==> config.mk <==
export PLATFORM = sky130hd
export DESIGN_NAME = mem_access
export DESIGN_NICKNAME = d
export VERILOG_FILES = /design/src/rtl/mem_access.sv
export SDC_FILE = /design/constraint.sdc
export NUM_CORES = 1
export LEC_CHECK = 0
export ABC_CLOCK_PERIOD_IN_PS = 1650
export BUFFER_PORTS_ARGS = -buffer_cell sky130_fd_sc_hd__buf_2
export CAP_MARGIN = 20
export CORE_AREA = 4 4 207 209
export DETAILED_ROUTE_END_ITERATION = 16
export DIE_AREA = 0 0 211 213
export PLACE_DENSITY = 0.52
export SLEW_MARGIN = 0
export SYNTH_ARGS = -nofsm -noshare
export SYNTH_HDL_FRONTEND = slang
export SYNTH_SLANG_ARGS = --single-unit
==> constraint.sdc <==
create_clock -name clk -period 1.65 [get_ports clk]
set_input_delay 0.0825 -clock clk [delete_from_list [all_inputs] [get_ports clk]]
set_output_delay 0.0825 -clock clk [all_outputs]
set_load 0.05 [all_outputs]
==> src/rtl/mem_access.sv <==
// mem_access: memory-access stage between Execute and writeback.
// It takes one instruction at a time. Loads and stores make a single
// outstanding transaction on the data bus. Every instruction then leaves as a
// one-cycle o_valid pulse that carries its Signals bundle. Load data is aligned
// and extended here, so writeback receives final register data in wdata.
//
// Ports:
//   clk, rst                    clock; synchronous active-high reset
//   i_valid / o_ready           instruction handshake from Execute
//   i_signals                   bundle from Execute
//   i_mem_op, i_mem_size        op (0 none, 1 load, 2 store, 3 none), size (0 B, 1 H, 2/3 W)
//   i_mem_signed                sign-extend load result
//   i_addr, i_store_data        byte address, right-justified store data
//   d_req/d_we/d_addr/d_wstrb/d_wdata, d_gnt, d_rvalid, d_rdata   data-memory bus
//   o_valid, o_signals, o_fault one-cycle result to writeback
//
// Build option MEM_MISALIGN_TRAP_EN:
//   defined   - a misaligned load/store is not sent to the bus; it returns at once
//               with o_fault=1 and wback cleared.
//   undefined - a misaligned access rounds down to the natural boundary, and
//               o_fault stays 0.

package mem_access_pkg;
    typedef struct packed {
        logic [31:0] pc;
        logic        branch;
        logic [3:0]  cond;
        logic [3:0]  flags;
        logic        wback;
        logic [4:0]  wreg;
        logic [31:0] wdata;
    } signals_t;
endpackage

// state  | meaning
// S_IDLE | ready for a new instruction; non-memory ops complete from here
// S_REQ  | d_req held with latched address/data until d_gnt
// S_WAIT | load granted, waiting for d_rvalid
module mem_access
    import mem_access_pkg::*;
(
    input  logic        clk,
    input  logic        rst,
    input  logic        i_valid,
    output logic        o_ready,
    input  signals_t    i_signals,
    input  logic [1:0]  i_mem_op,
    input  logic [1:0]  i_mem_size,
    input  logic        i_mem_signed,
    input  logic [31:0] i_addr,
    input  logic [31:0] i_store_data,
    output logic        d_req,
    output logic        d_we,
    output logic [31:0] d_addr,
    output logic [3:0]  d_wstrb,
    output logic [31:0] d_wdata,
    input  logic        d_gnt,
    input  logic        d_rvalid,
    input  logic [31:0] d_rdata,
    output logic        o_valid,
    output signals_t    o_signals,
    output logic        o_fault
);
    typedef enum logic [1:0] {S_IDLE, S_REQ, S_WAIT} state_t;

    state_t      state;
    state_t      state_next;
    signals_t    sig_q;
    logic        we_q;
    logic [1:0]  size_q;
    logic        sgn_q;
    logic [31:0] addr_q;
    logic [31:0] sd_q;
    logic        accept;
    logic        is_mem_in;
    logic        trap;
    logic [1:0]  lane;
    logic [7:0]  rd_byte;
    logic [15:0] rd_half;
    logic [31:0] load_data;

    assign o_ready   = (state == S_IDLE);
    assign accept    = i_valid && o_ready;
    assign is_mem_in = (i_mem_op == 2'd1) || (i_mem_op == 2'd2);

`ifdef MEM_MISALIGN_TRAP_EN
    logic misaligned;
    logic fault_q;

    always_comb begin
        case (i_mem_size)
            2'd0:    misaligned = 1'b0;
            2'd1:    misaligned = i_addr[0];
            default: misaligned = |i_addr[1:0];
        endcase
    end

    assign trap = is_mem_in && misaligned;

    always_ff @(posedge clk) begin
        if (rst) fault_q <= 1'b0;
        else     fault_q <= accept && trap;
    end

    assign o_fault = fault_q;
`else
    assign trap    = 1'b0;
    assign o_fault = 1'b0;
`endif

    always_ff @(posedge clk) begin
        if (rst) state <= S_IDLE;
        else     state <= state_next;
    end

    always_comb begin
        state_next = state;
        case (state)
            S_IDLE:  if (accept && is_mem_in && !trap) state_next = S_REQ;
            S_REQ:   if (d_gnt) state_next = we_q ? S_IDLE : S_WAIT;
            S_WAIT:  if (d_rvalid) state_next = S_IDLE;
            default: state_next = S_IDLE;
        endcase
    end

    // Lane is rounded down to the access size. With trapping enabled, a
    // misaligned access never reaches here, so the rounding has no effect.
    always_comb begin
        case (size_q)
            2'd0:    lane = addr_q[1:0];
            2'd1:    lane = {addr_q[1], 1'b0};
            default: lane = 2'd0;
        endcase
    end

    always_comb begin
        d_req   = 1'b0;
        d_we    = 1'b0;
        d_addr  = '0;
        d_wstrb = '0;
        d_wdata = '0;
        if (state == S_REQ) begin
            d_req  = 1'b1;
            d_we   = we_q;
            d_addr = {addr_q[31:2], 2'b00};
            case (size_q)
                2'd0: begin
                    d_wstrb = 4'b0001 << lane;
                    d_wdata = {4{sd_q[7:0]}};
                end
                2'd1: begin
                    d_wstrb = 4'b0011 << lane;
                    d_wdata = {2{sd_q[15:0]}};
                end
                default: begin
                    d_wstrb = 4'hF;
                    d_wdata = sd_q;
                end
            endcase
            if (!we_q) d_wstrb = 4'h0;
        end
    end

    assign rd_byte = d_rdata[{lane, 3'b000} +: 8];
    assign rd_half = d_rdata[{lane[1], 4'b0000} +: 16];

    always_comb begin
        case (size_q)
            2'd0:    load_data = {{24{sgn_q & rd_byte[7]}}, rd_byte};
            2'd1:    load_data = {{16{sgn_q & rd_half[15]}}, rd_half};
            default: load_data = d_rdata;
        endcase
    end

    always_ff @(posedge clk) begin
        if (rst) begin
            sig_q     <= '0;
            we_q      <= 1'b0;
            size_q    <= 2'd0;
            sgn_q     <= 1'b0;
            addr_q    <= '0;
            sd_q      <= '0;
            o_valid   <= 1'b0;
            o_signals <= '0;
        end else begin
            o_valid <= 1'b0;
            if (accept) begin
                sig_q  <= i_signals;
                we_q   <= (i_mem_op == 2'd2);
                size_q <= i_mem_size;
                sgn_q  <= i_mem_signed;
                addr_q <= i_addr;
                sd_q   <= i_store_data;
                if (!is_mem_in || trap) begin
                    o_valid   <= 1'b1;
                    o_signals <= i_signals;
                    if (trap) o_signals.wback <= 1'b0;
                end
            end
            if (state == S_REQ && d_gnt && we_q) begin
                o_valid   <= 1'b1;
                o_signals <= sig_q;
            end
            if (state == S_WAIT && d_rvalid) begin
                o_valid         <= 1'b1;
                o_signals       <= sig_q;
                o_signals.wdata <= load_data;
            end
        end
    end
endmodule

==> flow_summary.toml, run 1 <==
[synthesis]
synth.top_cell.area_share_pct = 45.2
yosys.area.top_type = "dfxtp_1"
seq_area_frac_synth_pct = 45.2
synthArstFlopShare_pct = 0
synth_edf_count = 0
ys_ff_latch = 229
ys_types = 53
avgSynthCellArea_um2 = 7.61
synth_area_leaders = "dfxtp_1 (45%), nand2_1 (16%), a21oi_1 (9.0%)"
synth_warnings = 0
ys.flop_type = "dfxtp_1"
netlist_instances = 1334
syn_area_um2 = 10200

[global_routing]
gr-total-overflow = 0
grtUsageTotal_pct = 18.4
antenna_found_initial = 5
grt_max_degree = 121
grt_pass1_wl_mm = 66.3
grt_pass1_vias = 11700

[power]
power_density_nw_per_um2 = 897
irDropWorstVdd_uv = 649
leakage_nw = 7.93
p_total_mw = 17.0

[critical_path]
crit_path_start_kind = "flip-flop"
critical_path_class = "flip-flop to output port"
worstPathArrival_ns = 1.83
path_max_fanout = 8
ff2ff_path_depth = 10
crit_path_end_kind = "output port"
required_ns = 1.57

[floorplanning]
io-pin-count = 337
core_um2 = 40800
row_count = 74
start_util_pct = 24.9
die_h_um = 213
die_w_um = 211
die_area_um2 = 44900

[min_path]
hold_class = "primary input to flip-flop"
whs_path_depth = 4

[run_status]
status = "finished, violations left"
violations = "negative setup slack"

[drt]
post_drt_wl_per_cell_um = 19.3
dr.first_iter.drc_count = 771
firstDrtPassIters = 5
via_per_inst = 4.91
via_count = 12100
wirelength_mm = 47.6
drc = 0
antenna_left = 0

[final_layout]
finalNonFillerCells = 2471
multi_input_area_um2 = 6440
nNetsFinal = 2101
area_growth_pct = 87.1
drive_gt1_share_pct = 42.3
final.fill_count = 3819
seq_area_um2 = 4600

[timing]
hold-worst-slack_ns = 0.0689
period_needed_ns = 1.91
worst_pin_slew_ns = 0.731
grt_setup_unrepaired = "yes"
drv_slew = 0
skew_ns = 0.00861
slew_headroom_pct = 51.3
hold_violations = 0
setup_tns_ns = -38.11
fmax_ghz = 0.523
fin_crit_sh_pct = 116
fin_ws_ns = -0.262
setup_viol = 297

[clock_network]
htree_levels = 1
insertion_delay_ns = 0.55
root_buffer = "clkbuf_16"
cts_sinks = 229
clkSlewWorstSetupHoldPaths_ns = 0.06
cts_made_buffers = 28
cts_tree = "built"
clockBufferDepth = 3

[placement]
dpl.cell_count = 2162
gp_congestion = 0.895
place_hpwl_mm = 27.8
port_buffers = 333
pre_cts_ws_ns = -0.418

[run]
cap_violations = 0
-- worst paths after layout --
| kind | slack (ns) | to | start |
|---|---|---|---|
| worst max-delay path | -0.26 | d_wdata[12] | size_q[0] |
| worst min register to register | 0.45 | addr_q[19] | addr_q[19] |
| worst max register to register | -0.22 | o_signals[52] | state[1] |
| worst min-delay path | 0.07 | o_signals[2] | d_rdata[2] |
-- area by class of cell --
cell class | instances | area share, %
multi-input cells | 981 | 33.9
clock inverters | 12 | 0.863
inverters | 7 | 0.277
well taps | 532 | 3.50
flip-flops and latches | 229 | 24.2
diodes | 3 | 0.0395
repair buffers | 668 | 32.9
clock buffers | 39 | 4.33
-- cells by family (layout without fill, tap and decap cells) --
family	count (synthesis)	after routing	synth area share, %
multiplexers	25	25	2.65
other	1	6	0.0369
adder cells (fa/ha/maj)	1	1	0.123
AO/OA/AOI/OAI	345	345	21.8
AND/OR/NAND/NOR	607	607	24.6
flip-flops	229	229	45.2
buffers and inverters	126	726	5.68
-- synth_stat cells (all sizes together), types with 2 or more instances --
cell	instances
or2	3
mux2	2
o31ai	2
a31oi	19
a221oi	22
dfxtp	229
a22oi	5
a21o	19
a21oi	182
nor2b	3
a221o	6
a211oi	8
buf	52
clkbuf	67
and2	40
mux2i	22
o21ai	14
a311oi	47
o221ai	6
nor3b	3
o311ai	2
nor3	5
inv	6
nand2	434
nor2	107
nand3	4
a22o	7
-- critical path, cell delays in order, from the launching register on --
cell and delay, ns:
dfxtp_4 0.39, buf_6 0.13, nor2_4 0.14, buf_8 0.17, nand2_2 0.08, a21oi_4 0.19, buf_6 0.18
-- what timing repair did --
action,in CTS,in global routing
pin swaps,53,82
hold endpoints to repair,227,0
endpoints found under the setup margin,141,151
hold buffers,174,0
setup buffers,41,25
gates cloned,13,16
resized for setup,291,280
-- power breakdown --
part	leakage, nW	switching (mW)	total [mW]	internal [mW]
logic	5.55	2.40	4.14	1.74
clock network	0.493	2.57	6.65	4.09
registers	1.88	0.301	6.24	5.93
total	7.93	5.27	17.0	11.8
-- sequential cells by signal, summed over array words and instances, names as in the netlist --
name	cells
o_signals	79
state	2
addr_q	32
o_valid	1
sd_q	32
size_q	2
sgn_q	1
sig_q	79
we_q	1
-- routing by layer --
metal  routed length [um]  vias to the layer above  part of all wire, %  GRT usage (%)
met5                   19                        -                0.040              0
met4                 2020                        4                  4.2           6.66
met3                 3110                      116                  6.5           3.98
met2                23300                      496                   49           30.9
met1                19200                     5791                   40           23.3
li1                     -                     5727                    -              -
-- stage by stage --
stage	util [%]	instance area, um^2
CTS	42.9	17500
detailed placement	31.9	13000
global placement	31.9	13000
floorplan	-	10300
global route	46.5	19000
finish	46.5	19000
-- placed cells by master, fill, tap and decap left out, drive strengths merged, types with 22 or more instances in the layout --
cell type and n:
buf 480, nand2 434, dfxtp 229, a21oi 182, dlygate4sd3 174, nor2 107, clkbuf 52, a311oi 47
and2 40, mux2i 22, a221oi 22
Note: power is estimated with default switching activity, not from simulation.
==> run 2, diff against run 1 <==
--- a/config.mk
+++ b/config.mk
@@ -12,6 +12,7 @@
 export DETAILED_ROUTE_END_ITERATION = 16
 export DIE_AREA = 0 0 211 213
 export PLACE_DENSITY = 0.52
+export SETUP_SLACK_MARGIN = 0.15
 export SLEW_MARGIN = 0
 export SYNTH_ARGS = -nofsm -noshare
 export SYNTH_HDL_FRONTEND = slang
==> flow_summary.toml, run 2 (synthesis gave the netlist of run 1 again) <==
[timing]
grt_setup_unrepaired = "yes"
skew_ns = 0.00905
setup_tns_ns = -32.22
fmax_ghz = 0.516
period_needed_ns = 1.94
drv_slew = 0
fin_crit_sh_pct = 117
hold_violations = 1
worst_pin_slew_ns = 1.12
slew_headroom_pct = 25.6
hold-worst-slack_ns = -0.00230
fin_ws_ns = -0.288
setup_viol = 266

[floorplanning]
core_um2 = 40800
row_count = 74
start_util_pct = 24.9
die_w_um = 211
die_area_um2 = 44900
io-pin-count = 337
die_h_um = 213

[placement]
port_buffers = 333
pre_cts_ws_ns = -0.260
gp_congestion = 0.914
place_hpwl_mm = 27.8

[drt]
post_drt_wl_per_cell_um = 21.8
dr.first_iter.drc_count = 832
via_per_inst = 5.03
via_count = 12700
wirelength_mm = 54.8
firstDrtPassIters = 5
drc = 0
antenna_left = 0

[critical_path]
required_ns = 1.57
crit_path_start_kind = "flip-flop"
path_max_fanout = 5
slowest_delay_ns = 0.33
worstPathArrival_ns = 1.86
crit_path_top_delay_cell = "dfxtp_2"
crit_path_end_kind = "output port"
path_delay_family = "buffers and inverters"
critical_path_class = "flip-flop to output port"
path_buf_inv = 5
cp_cell_sequence = "buf_6 -> nand2b_4 -> inv_4 -> buf_12 -> clkbuf_16 -> and2_4 -> buf_8"

[clock_network]
insertion_delay_ns = 0.57
root_buffer = "clkbuf_16"
htree_levels = 1
cts_tree = "built"
clkSlewWorstSetupHoldPaths_ns = 0.06
clockBufferDepth = 3
cts_made_buffers = 29
cts_sinks = 229

[global_routing]
grt_max_degree = 86
grt_pass1_wl_mm = 67.0
grtUsageTotal_pct = 18.6
antenna_found_initial = 9
gr-total-overflow = 0
grt_pass1_vias = 11800

[final_layout]
reg_top3 = "o_signals (79), sig_q (79)"
final.fill_count = 3559
area_growth_pct = 105
drive_gt1_share_pct = 49.8
layout_common_cells = "nand2_1 (329), buf_2 (263), dfxtp_1 (223)"
final_util_pct = 51.1
multi_input_area_um2 = 7250
final_common_cell = "nand2_1"
seq_area_um2 = 4600
nNetsFinal = 2143

[power]
p_total_mw = 17.7
power_density_nw_per_um2 = 850
leakage_nw = 8.82
irDropWorstVdd_uv = 771

[run_status]
violations = "negative hold slack, negative setup slack"
status = "finished, violations left"

[min_path]
hold_class = "primary input to flip-flop"

[run]
cap_violations = 0
[run 2: cell types whose count changed in the layout (fill, tap and decap cells not counted), moves of 8 or more]
| cell | previous run | this run |
|---|---|---|
| nand2_1 | 418 | 329 |
| nand2_4 | 6 | 68 |
| a21oi_1 | 121 | 83 |
| a21oi_2 | 52 | 89 |
| nand2_2 | 7 | 35 |
| buf_8 | 38 | 64 |
| buf_6 | 90 | 65 |
| nor2_2 | 34 | 12 |
| nor2_4 | 24 | 45 |
| clkbuf_16 | 42 | 62 |
| buf_16 | 8 | 21 |
| buf_12 | 33 | 42 |
| a221oi_1 | 8 | 0 |
[run 2: worst min-delay path: cells and delay by family]
family,cells,cell delay [ns]
buf+inv,1,0.11
compound gates,2,0.23
simple gates,1,0.11
[run 2: path summary, 6_finish.rpt]
path	depth (start not counted)	slack, ns	to	from
max	7	-0.29	d_addr[18]	state[1]
min	4	-0.002	o_signals[14]	d_rdata[14]
max reg2reg	8	-0.26	o_signals[17]	state[0]
min reg2reg	1	0.46	o_signals[24]	o_signals[24]
[run 2: metrics by stage]
step | std cells | hold slack (ns) | area [um^2]
floorplan | 1336 | 0.211 | 10600
global placement | 2156 | 0.322 | 13200
detailed placement | 2156 | 0.328 | 13200
CTS | 2423 | 0.0177 | 17500
global route | 2515 | 0.0441 | 20800
finish | 2516 | -0.00230 | 20800
[run 2: cell type report]
type / instances / area share (%)
repair buffers: 708 / 35.2
multi-input cells: 982 / 34.8
flip-flops and latches: 229 / 22.1
clock buffers: 45 / 4.06
well taps: 532 / 3.19
clock inverters: 7 / 0.444
inverters: 7 / 0.198
diodes: 6 / 0.0720
[run 2: routing by layer]
| metal | vias up | part of all wire [%] | track usage (%) |
|---|---|---|---|
| met1 | 6146 | 40 | 23.3 |
| met3 | 146 | 6.6 | 4.69 |
| met2 | 533 | 48 | 31.2 |
| li1 | 5831 | - | - |
| met4 | 6 | 4.6 | 6.66 |
| met5 | - | 0.068 | 0 |
[run 2: power by group]
group	switching [mW]	total, mW	internal [mW]
clock	2.56	6.37	3.81
combinational	2.84	5.08	2.24
sequential	0.326	6.26	5.94
total	5.72	17.7	12.0
[run 2: what timing repair did]
action,in CTS,in global routing
hold endpoints to repair,226,0
pin swaps,34,208
setup endpoints to repair,209,297
hold buffers,172,0
gates resized for setup,314,470
buffers inserted,29,40
gates cloned,14,47
==> run 3, diff against run 2 <==
--- a/config.mk
+++ b/config.mk
@@ -11,8 +11,7 @@
 export CORE_AREA = 4 4 207 209
 export DETAILED_ROUTE_END_ITERATION = 16
 export DIE_AREA = 0 0 211 213
-export PLACE_DENSITY = 0.52
-export SETUP_SLACK_MARGIN = 0.15
+export SETUP_SLACK_MARGIN = 0.3
 export SLEW_MARGIN = 0
 export SYNTH_ARGS = -nofsm -noshare
 export SYNTH_HDL_FRONTEND = slang
==> flow_summary.toml, run 3 (synthesis gave the netlist of run 1 again) <==
[run_status]
status = "finished, violations left"
violations = "negative setup slack"

[timing]
period_needed_ns = 2.03
worst_pin_slew_ns = 0.798
setup_viol = 297
fin_crit_sh_pct = 123
grt_setup_unrepaired = "yes"
fin_ws_ns = -0.378
skew_ns = 0.0112
fmax_ghz = 0.493
hold_violations = 0
drv_slew = 0
slew_headroom_pct = 46.8

[final_layout]
nNetsFinal = 2114
layout_common_cells = "nand2_1 (342), buf_2 (263), dfxtp_1 (223)"
final.fill_count = 3509
seq_area_um2 = 4600
drive_gt1_share_pct = 44.8
finalNonFillerCells = 2487
final_util_pct = 48.6
final_common_cell = "nand2_1"
multi_input_area_um2 = 6770
reg_top3 = "o_signals (79), sig_q (79)"
area_growth_pct = 95.5

[critical_path]
cp-startpoint = "size_q[1]"
critical_path_class = "flip-flop to output port"
slowest_delay_ns = 0.39
crit_path_end_kind = "output port"
r2r_start = "addr_q[1]"
crit_path_top_delay_cell = "dfxtp_2"
path_max_fanout = 30
cp_cell_sequence = "buf_4 -> buf_12 -> mux2i_2 -> nor2_4 -> buf_8"
worstPathArrival_ns = 1.95
path_buf_inv = 3
crit_path_start_kind = "flip-flop"
required_ns = 1.57
path_delay_family = "buffers and inverters"

[drt]
antenna_left = 0
wirelength_mm = 54.1
drc = 0
via_count = 13000
dr.first_iter.drc_count = 1051
firstDrtPassIters = 6
via_per_inst = 5.21
post_drt_wl_per_cell_um = 21.7

[global_routing]
gr-total-overflow = 0
antenna_found_initial = 6
grt_max_degree = 124
met3_usage_pct = 4.86
met2_usage_pct = 32.9
grt_pass1_wl_mm = 72.0
busiest_layer = "met2"
grt_pass1_vias = 12500
grtUsageTotal_pct = 20.2
grt_use_met1_pct = 25.0

[floorplanning]
die_h_um = 213
start_util_pct = 24.9
die_area_um2 = 44900
core_um2 = 40800
row_count = 74
io-pin-count = 337
die_w_um = 211

[clock_network]
cts_tree = "built"
insertion_delay_ns = 0.56
clockBufferDepth = 3
root_buffer = "clkbuf_16"
htree_levels = 1
cts_sinks = 229
cts_made_buffers = 28
clkSlewWorstSetupHoldPaths_ns = 0.06

[min_path]
min_from = "d_rdata[31]"
hold_class = "primary input to flip-flop"

[placement]
gp_congestion = 0.950
place_hpwl_mm = 27.7
port_buffers = 333
dpl.cell_count = 2149
pre_cts_ws_ns = -0.294

[power]
p_total_mw = 18.0
irDropWorstVdd_uv = 759
leakage_nw = 8.56
power_density_nw_per_um2 = 908

[run]
cap_violations = 0
## run 3: area by class of cell
type	count	area share (%)
multi-input cells	983	34.1
repair buffers	676	33.7
flip-flops and latches	229	23.2
clock buffers	37	4.01
well taps	532	3.35
clock inverters	15	1.18
inverters	7	0.258
repair inverters	3	0.170
diodes	5	0.0630
## run 3: final timing paths
path                                      end  slack (ns)  depth (start not counted)
worst max-delay path              d_wdata[22]       -0.38                          5
worst min register to register      sig_q[69]        0.45                          2
worst min-delay path             o_signals[7]        0.03                          4
worst max register to register  o_signals[23]       -0.30                          8
## run 3: worst min-delay path, cell delays in order
cell	delay (ns)
buf_2	0.14
o211ai_1	0.13
nand4_1	0.09
a22o_1	0.11
## run 3: report_power, final
group	leakage [nW]	internal (mW)	switching, mW
clock	0.504	4.32	2.61
combinational	6.17	2.09	2.76
sequential	1.88	5.93	0.304
## run 3: timing repair
action | in CTS | in global routing
hold buffers | 173 | 0
buffers inserted | 41 | 18
endpoints found under the hold margin | 226 | 0
pin swaps | 71 | 126
gates cloned | 31 | 18
gates resized for setup | 263 | 275
endpoints found under the setup margin | 298 | 300
## run 3: per-stage QoR
stage	hold WS (ns)	TNS (ns)	area, um^2
final	0.0343	-60.46	19800
after CTS	0.0144	-49.73	18200
after detailed placement	0.327	-15.33	13200
after global routing	0.0393	-77.69	19800
after floorplan	0.211	0	11000
after global placement	0.324	-12.69	13200
## run 3: metal layers
metal | vias up | wire, um
met5 | - | 0
met4 | 0 | 3170
met3 | 204 | 4880
met2 | 808 | 25500
met1 | 6166 | 20500
li1 | 5778 | -
